<file path="src/rtl/ddr_mmap_apb_bridge.sv">
// Single-outstanding bridge from a valid/ready memory-mapped request port to a 5-slave APB bus.
// Optional ACCESS-phase watchdog is compiled in with `define DDR_APB_TIMEOUT_EN.
module ddr_mmap_apb_bridge #(
    parameter int unsigned TIMEOUT_CYC = 256
) (
    input  logic         i_clk,
    input  logic         i_rst,
    input  logic         i_req_valid,
    output logic         o_req_ready,
    input  logic         i_req_write,
    input  logic [31:0]  i_req_addr,
    input  logic [31:0]  i_req_wdata,
    input  logic [3:0]   i_req_wstrb,
    output logic         o_rsp_valid,
    input  logic         i_rsp_ready,
    output logic [31:0]  o_rsp_rdata,
    output logic [1:0]   o_rsp_resp,
    output logic [4:0]   o_psel,
    output logic         o_penable,
    output logic         o_pwrite,
    output logic [31:0]  o_paddr,
    output logic [31:0]  o_pwdata,
    output logic [3:0]   o_pstrb,
    input  logic [4:0]   i_pready,
    input  logic [159:0] i_prdata,
    input  logic [4:0]   i_pslverr
);

    localparam logic [1:0] RESP_OKAY   = 2'b00;
    localparam logic [1:0] RESP_SLVERR = 2'b10;
    localparam logic [1:0] RESP_DECERR = 2'b11;

    if (TIMEOUT_CYC < 1) begin : g_bad_cfg
        $error("TIMEOUT_CYC must be at least 1");
    end

    typedef enum logic [1:0] {
        IDLE,
        SETUP,
        ACCESS,
        RESP
    } state_t;

    state_t state, state_nxt;

    logic [4:0]  sel_r;
    logic [2:0]  idx_r;
    logic        pwrite_r;
    logic [31:0] paddr_r;
    logic [31:0] pwdata_r;
    logic [3:0]  pstrb_r;
    logic [31:0] rdata_r;
    logic [1:0]  resp_r;

    logic        dec_hit;
    logic [2:0]  dec_idx;
    logic [31:0] dec_base;
    logic [31:0] dec_off;

    logic        load_req;
    logic        load_rsp;
    logic [31:0] rsp_rdata_nxt;
    logic [1:0]  rsp_resp_nxt;

    logic        slave_ready;
    logic        slave_err;
    logic [31:0] slave_rdata;
    logic        apb_phase;

    // Region map: [base, base+size); anything else decodes as a miss.
    always_comb begin
        dec_hit  = 1'b0;
        dec_idx  = '0;
        dec_base = '0;
        if (i_req_addr < 32'h0000_4000) begin
            dec_hit  = 1'b1;
            dec_idx  = 3'd0;
            dec_base = 32'h0000_0000;
        end else if (i_req_addr < 32'h0000_8000) begin
            dec_hit  = 1'b1;
            dec_idx  = 3'd1;
            dec_base = 32'h0000_4000;
        end else if (i_req_addr < 32'h0001_0000) begin
            dec_hit  = 1'b1;
            dec_idx  = 3'd2;
            dec_base = 32'h0000_8000;
        end else if (i_req_addr >= 32'h0009_0000 && i_req_addr < 32'h0016_0000) begin
            dec_hit  = 1'b1;
            dec_idx  = 3'd3;
            dec_base = 32'h0009_0000;
        end else if (i_req_addr >= 32'h0100_0000 && i_req_addr < 32'h0200_0000) begin
            dec_hit  = 1'b1;
            dec_idx  = 3'd4;
            dec_base = 32'h0100_0000;
        end
        dec_off = i_req_addr - dec_base;
    end

    // Only the selected slave's ready/error/data lanes are ever looked at.
    assign slave_ready = |(i_pready & sel_r);
    assign slave_err   = |(i_pslverr & sel_r);

    always_comb begin
        slave_rdata = '0;
        for (int unsigned n = 0; n < 5; n++) begin
            if (idx_r == 3'(n)) begin
                slave_rdata = i_prdata[n*32 +: 32];
            end
        end
    end

`ifdef DDR_APB_TIMEOUT_EN
    localparam int unsigned TW = (TIMEOUT_CYC > 1) ? $clog2(TIMEOUT_CYC) : 1;

    logic [TW-1:0] to_cnt;
    logic          timed_out;

    assign timed_out = (to_cnt == TW'(TIMEOUT_CYC - 1));

    always_ff @(posedge i_clk or posedge i_rst) begin
        if (i_rst) begin
            to_cnt <= '0;
        end else if (state == SETUP) begin
            to_cnt <= '0;
        end else if (state == ACCESS && !timed_out) begin
            to_cnt <= to_cnt + 1'b1;
        end
    end
`endif

    always_ff @(posedge i_clk or posedge i_rst) begin
        if (i_rst) begin
            state <= IDLE;
        end else begin
            state <= state_nxt;
        end
    end

    always_comb begin
        state_nxt     = state;
        load_req      = 1'b0;
        load_rsp      = 1'b0;
        rsp_rdata_nxt = '0;
        rsp_resp_nxt  = RESP_OKAY;
        case (state)
            IDLE: begin
                if (i_req_valid && o_req_ready) begin
                    load_req = 1'b1;
                    if (dec_hit) begin
                        state_nxt = SETUP;
                    end else begin
                        load_rsp     = 1'b1;
                        rsp_resp_nxt = RESP_DECERR;
                        state_nxt    = RESP;
                    end
                end
            end
            SETUP: begin
                state_nxt = ACCESS;
            end
            ACCESS: begin
                if (slave_ready) begin
                    load_rsp      = 1'b1;
                    rsp_rdata_nxt = pwrite_r ? '0 : slave_rdata;
                    rsp_resp_nxt  = slave_err ? RESP_SLVERR : RESP_OKAY;
                    state_nxt     = RESP;
                end
`ifdef DDR_APB_TIMEOUT_EN
                else if (timed_out) begin
                    load_rsp     = 1'b1;
                    rsp_resp_nxt = RESP_SLVERR;
                    state_nxt    = RESP;
                end
`endif
            end
            RESP: begin
                if (i_rsp_ready) begin
                    state_nxt = IDLE;
                end
            end
            default: begin
                state_nxt = IDLE;
            end
        endcase
    end

    always_ff @(posedge i_clk or posedge i_rst) begin
        if (i_rst) begin
            sel_r    <= '0;
            idx_r    <= '0;
            pwrite_r <= 1'b0;
            paddr_r  <= '0;
            pwdata_r <= '0;
            pstrb_r  <= '0;
            rdata_r  <= '0;
            resp_r   <= RESP_OKAY;
        end else begin
            if (load_req) begin
                sel_r    <= dec_hit ? (5'b00001 << dec_idx) : '0;
                idx_r    <= dec_idx;
                pwrite_r <= i_req_write;
                paddr_r  <= {dec_off[31:2], 2'b00};
                pwdata_r <= i_req_wdata;
                pstrb_r  <= i_req_write ? i_req_wstrb : '0;
            end
            if (load_rsp) begin
                rdata_r <= rsp_rdata_nxt;
                resp_r  <= rsp_resp_nxt;
            end
        end
    end

    // Outputs are gated by state, so an async reset forcing IDLE clears them at once.
    assign apb_phase   = (state == SETUP) || (state == ACCESS);
    assign o_req_ready = (state == IDLE) && !i_rst;
    assign o_rsp_valid = (state == RESP);
    assign o_rsp_rdata = (state == RESP) ? rdata_r : '0;
    assign o_rsp_resp  = (state == RESP) ? resp_r : '0;
    assign o_psel      = apb_phase ? sel_r : '0;
    assign o_penable   = (state == ACCESS);
    assign o_pwrite    = apb_phase ? pwrite_r : 1'b0;
    assign o_paddr     = apb_phase ? paddr_r : '0;
    assign o_pwdata    = apb_phase ? pwdata_r : '0;
    assign o_pstrb     = apb_phase ? pstrb_r : '0;

endmodule
</file>
<file path="config.mk">
export PLATFORM = sky130hd
export DESIGN_NAME = ddr_mmap_apb_bridge
export DESIGN_NICKNAME = d
export VERILOG_FILES = /design/src/rtl/ddr_mmap_apb_bridge.sv
export SDC_FILE = /design/constraint.sdc
export NUM_CORES = 1
export LEC_CHECK = 0
export CAP_MARGIN = 20
export CORE_AREA = 2 2 137 139
export DETAILED_ROUTE_END_ITERATION = 10
export DIE_AREA = 0 0 139 141
export MAX_ROUTING_LAYER = met4
export PLACE_DENSITY = 0.76
export SETUP_SLACK_MARGIN = 0.2
export SYNTH_ARGS = -nofsm -noshare
export SYNTH_HDL_FRONTEND = slang
export SYNTH_SLANG_ARGS = --single-unit
</file>
<file path="constraint.sdc">
create_clock -name i_clk -period 5.15 [get_ports i_clk]
set_input_delay 1.03 -clock i_clk [delete_from_list [all_inputs] [get_ports i_clk]]
set_output_delay 1.03 -clock i_clk [all_outputs]
set_load 0.02 [all_outputs]
</file>
* Yosys cells after proc, flatten, opt, wreduce, memory -nomap -nowiden
Index checks and enable logic that the tools add are counted.
** Storage, ports and cells
- Register bits after elaboration :: 111
- Output and inout bits :: 111
- Word-level logic and storage cells :: 89
- Input bits :: 243
** Operators by class
- $lt $le $gt $ge :: 7
- Muxes and demuxes :: 48
- Reduce and logical (&&, ||, !) cells :: 11
- Bitwise gates (word level) :: 2
- Equality and inequality tests :: 10
- Add/sub/neg operators :: 1
- Shifts and indexed selects :: 1
** Operator list (count)
- two-way mux 32 bit :: 11
- two-way mux 25 bit :: 5
- greater-or-equal comparator 32 x 20 -> 1 bit (second input constant) :: 1
- greater-or-equal comparator 32 x 25 -> 1 bit (second input constant) :: 1
- less-than comparator 32 x 15 -> 1 bit (second input constant) :: 1
- less-than comparator 32 x 16 -> 1 bit (second input constant) :: 1
- less-than comparator 32 x 17 -> 1 bit (second input constant) :: 1
- less-than comparator 32 x 21 -> 1 bit (second input constant) :: 1
- less-than comparator 32 x 26 -> 1 bit (second input constant) :: 1
- subtractor 32 bit :: 1
- two-way mux 2 bit :: 9
- two-way mux 3 bit :: 5
- two-way mux 1 bit :: 11
- AND 5 bit :: 2
- two-way mux 5 bit :: 2
- OR reduction 5 bit :: 2
- two-way mux 4 bit :: 2
- case mux 2 bit (4 select lines) :: 1
- equality test 3 x 2 -> 1 bit (second input constant) :: 2
- << shifter 1 x 3 -> 5 bit (first input constant) :: 1
- equality test 2 bit (second input constant) :: 2
- logical AND 1 bit :: 4
- != test 2 x 1 -> 1 bit (second input constant) :: 2
- case mux 2 bit (2 select lines) :: 1
- 10 further kinds :: 10

* Depth between registers and ports, before layout
- Depth after elaboration :: 10
- Mapped depth :: 12
- Depth with buffers taken out :: 11

* Worst setup path after synthesis
Ideal clock, no wire load.
- Path kind :: input to register
- Start point :: input port i_req_addr[17]
- End point :: register paddr_r[26]
- Slack :: 0.892 ns
- Library setup time :: 0.083 ns
- Data arrival time :: 4.175 ns
- Stages on the path :: 12
- Data required time :: 5.067 ns
- Path buffers :: 1
- Cell sequence :: clkbuf_2 -> or3_4 -> or4_4 -> nor4_1 -> ha_1 -> inv_1 -> fa_1 -> a2111o_1 -> a211oi_1 -> o21ai_0 -> xor2_1 -> o21ai_0
** On the way
- Longest elaborated chain between the ends :: 8
- Elaborated cells between the ends (all ways) :: 15
- Those cells by class :: add/sub: 1; order compare: 7; mux: 5; reduce/logical: 2
** Ends and longest elaborated chain
- start, declared :: line 11 : input logic [31:0] i_req_addr,
- greater-or-equal comparator 32 x 25 -> 1 bit / less-than comparator 32 x 26 -> 1 bit (equally long branches) :: line 91 : end else if (i_req_addr >= 32'h0100_0000 && i_req_addr < 32'h0200_0000) begin
- logical AND 1 bit :: line 91
- two-way mux 25 bit :: line 91
- two-way mux 25 bit :: line 87 : end else if (i_req_addr >= 32'h0009_0000 && i_req_addr < 32'h0016_0000) begin
- two-way mux 25 bit :: line 83 : end else if (i_req_addr < 32'h0001_0000) begin
- two-way mux 25 bit :: line 79 : end else if (i_req_addr < 32'h0000_8000) begin
- two-way mux 25 bit :: line 75 : if (i_req_addr < 32'h0000_4000) begin
- subtractor 32 bit * :: line 96 : dec_off = i_req_addr - dec_base;
- end signal, assigned :: line 202 : paddr_r <= {dec_off[31:2], 2'b00};
- end, declared :: line 49 : logic [31:0] paddr_r;
Every way passes the cells marked *; elsewhere a longest branch is shown, timed or not.
A chain may end at the register's enable or synchronous reset.

* Worst setup path after layout
- Start point :: input port i_req_addr[21]
- End point :: register paddr_r[22]
** On the way
- Longest elaborated chain between the ends :: 7
- Elaborated cells between the ends (all ways) :: 11
- Those cells by class :: add/sub: 1; order compare: 5; mux: 4; reduce/logical: 1
** Ends and longest elaborated chain (line)
- greater-or-equal comparator 32 x 20 -> 1 bit / less-than comparator 32 x 21 -> 1 bit (equally long branches) :: 87
- logical AND 1 bit :: 87
- two-way mux 25 bit :: 87
- two-way mux 25 bit :: 83
- two-way mux 25 bit :: 79
- two-way mux 25 bit :: 75
- subtractor 32 bit * :: 96
Marked as above.

==> qor.yml <==
global_routing:
  grt_max_degree: 72
  grt_pass1_vias: 6550
  top_usage_layer: "met2"
  grt_pass1_wl_um: 35200
  grt_use_met1_pct: 27.0
  grtUsageTotal_pct: 23.2
  grt.overflow.total: 0
  use_met3_pct: 5.60
  antenna_found_initial: 4
  grt_use_met2_pct: 38.3
detailed_routing:
  drtIter0Drc: 235
  firstDrtPassIters: 5
  drt-total-wl_um: 22800
  route.detailed.drc: 0
  vias_per_cell: 4.99
  ant_nets: 0
  num_vias: 6700
  wire_per_inst_um: 17.0
setup_path:
  crit_fanout: 5
  cp_cell_sequence: "clkdlybuf4s50_1 -> or4_4 -> or4_4 -> nor4_1 -> ha_1 -> inv_1 -> fa_1 -> a2111o_1 -> a2111oi_0 -> xnor2_1 -> o21ai_0"
  worstPathRequired_ns: 5.37
  crit_slowest_cell: "or4_4"
  cp_common_cell: "or4_4"
  rr_worst_depth: 7
  cp-end-kind: "flip-flop"
  slowest_delay_ns: 0.58
  critPathLaunchType: "input port"
  crit_type: "in -> reg"
  cp.arrival_ns: 4.79
final_layout:
  instances_no_fill: 1342
  area_growth_pct: 59.7
  layout.nets: 1351
  drive_gt1_share_pct: 4.71
floorplanning:
  die_y_um: 141
  die_w_um: 139
  coreArea_um2: 18300
  std_cell_rows: 50
  dieArea_um2: 19600
  pin_count: 354
  start_util_pct: 36.7
synth:
  ys.flop_type: "dfrtp_1"
  syn_inst: 779
  yosysUniqueCellTypes: 53
  yosysMostFrequentCell: "nand2_1"
  ys_warn_count: 0
  synth.avg_cell_area_um2: 8.61
  ys_top_cells_by_count: "183 x nand2_1, 111 x dfrtp_1, 109 x and2_1, 65 x mux2i_1, 42 x clkbuf_1"
  synth-edff-count: 0
  async_reset_ff_share_pct: 100
  synth_area_leader_cell: "dfrtp_1"
  netlist_area_um2: 6710
  yosysSeqAreaShare_pct: 41.4
  synthTopCellsByArea: "dfrtp_1 41%, nand2_1 10%, and2_1 10%"
  synth.top_cell.area_share_pct: 41.4
  synth-seq-cells: 111
sta:
  tightest_slew_ns: 0.889
  final-setup-viol-count: 0
  finalClockSkew_ns: 0.0104
  fin_crit_ns: 4.58
  fin_setup_tns_ns: 0
  fmax_mhz: 219
  slew_headroom_pct: 40.7
  slew_viol_final: 0
  period_share_pct: 88.9
  finalHoldViolCount: 0
  grt_setup_unrepaired: "false"
clock_network:
  cts.clk_slew.worst_paths_ns: 0.08
  cts_buffers: 9
  htreeDepth: 3
  insertion_delay_ns: 0.35
  cts_root_buf: "clkbuf_16"
  cts_tree: "built"
  max-clock-path-buffers: 2
  cts_resized: 0
  postCtsHoldBufs: 0
  cts_sinks: 111
  cts_setup_buffers: 0
outcome:
  outcome: "finished, final reports clean"
placed_design:
  place.gp.congestion: 0.869
  dp.cells: 1321
  dp_hpwl_um: 17200
  numPortBuffers: 349
flow_run:
  cap_violations: 0
pwr:
  cellPowerDensity_nw_per_um2: 416
  p_leak_nw: 4.44
  ir_drop_uv: 346
hold_path:
  hold_depth: 2
  hold_class: "reg -> reg"
-- cells by family after synthesis --
kind of cell	synth area share, %
xor+xnor	1.70
mux	9.87
compound gates	14.7
simple gates	26.0
flops	41.4
other cells	0.0559
fa+ha+maj	1.79
buf+inv	4.46
-- layout make-up --
cell class / instances / area, µm²
clock inverters: 6 / 75.1
flip-flops and latches: 111 / 2780
inverters: 9 / 36.3
fillers: 1621 / 7560
well taps: 234 / 293
repair buffers: 365 / 3630
clock buffers: 10 / 239
diodes: 4 / 10.0
multi-input cells: 603 / 3640
-- report_power, final --
part           switching, W  leakage (nW)  internal, W  total (W)
clock              0.000337         0.152     0.000400   0.000737
combinational       0.00130          2.86      0.00114    0.00244
sequential         0.000139          1.43      0.00114    0.00128
-- flip-flops by register name, indices dropped and copies added (netlist names) --
name,flops
pstrb_r,4
rdata_r,32
state,2
idx_r,3
pwdata_r,32
paddr_r,30
sel_r,5
resp_r,2
pwrite_r,1
-- metrics by stage --
stage               cell area [µm²]  worst slack, ns  total power [W]  hold WS [ns]  utilization [%]
floorplan                      6710            0.892          0.00260         0.430                -
global placement              10400            0.314          0.00371         0.442             56.7
detailed placement            10400            0.185          0.00373         0.449             56.7
CTS                           10700            0.576          0.00449         0.471             58.4
global route                  10700            0.408          0.00474         0.495             58.6
finish                        10700            0.574          0.00446         0.470             58.6
-- layout by cell type (no fill, tap or decap), types with 2 or more instances in the layout --
| cell type | count |
|---|---|
| clkdlybuf4s50_1 | 349 |
| nand2_1 | 182 |
| dfrtp_1 | 110 |
| and2_1 | 108 |
| mux2i_1 | 65 |
| nor2_1 | 41 |
| a21oi_1 | 39 |
| o22ai_1 | 32 |
| a31o_1 | 28 |
| o21ai_0 | 20 |
| buf_4 | 15 |
| xnor2_1 | 10 |
| clkbuf_16 | 10 |
| inv_1 | 8 |
| ha_1 | 8 |
| nand3_1 | 7 |
| nor3_1 | 5 |
| diode_2 | 4 |
| nor4_1 | 4 |
| a31oi_1 | 4 |
| a31o_2 | 4 |
| a22oi_1 | 3 |
| xor2_1 | 3 |
| inv_6 | 3 |
| a222oi_1 | 2 |
| or4_4 | 2 |
| nor2b_1 | 2 |
| a21o_1 | 2 |
| nand3b_1 | 2 |
| o31ai_1 | 2 |
| o31a_2 | 2 |
| a211oi_1 | 2 |
| o21ai_1 | 2 |
| or4_1 | 2 |
| conb_1 | 2 |
-- final timing paths --
path,start,end,slack [ns]
worst min register to register,pstrb_r[1]$_DFFE_PP0P_,pstrb_r[1]$_DFFE_PP0P_,0.47
max in group asynchronous,i_rst,rdata_r[20]$_DFFE_PP0P_,3.04
worst max-delay path,i_req_addr[21],paddr_r[22]$_DFFE_PP0P_,0.57
worst min-delay path,pstrb_r[1]$_DFFE_PP0P_,pstrb_r[1]$_DFFE_PP0P_,0.47
worst max register to register,state[0]$_DFFE_PP0P_,rdata_r[8]$_DFFE_PP0P_,2.52
min in group asynchronous,i_rst,pwdata_r[28]$_DFFE_PP0P_,1.24
-- worst max-delay path, delay by kind of cell --
kind                     cells  cell delay [ns]
AND/OR/NAND/NOR              3             1.34
XOR/XNOR                     1             0.17
buffers and inverters        2             0.55
AO/OA/AOI/OAI                3             1.04
adder cells (fa/ha/maj)      2             0.66
-- metal layers --
layer,vias up,share of wire [%],wire length [µm]
met5,-,0,0
met1,3137,41,9270
met3,34,6.8,1550
met4,0,2.9,650
met2,235,50,11300
li1,3294,-,-
No activity file was read; power rests on OpenSTA's default activity.
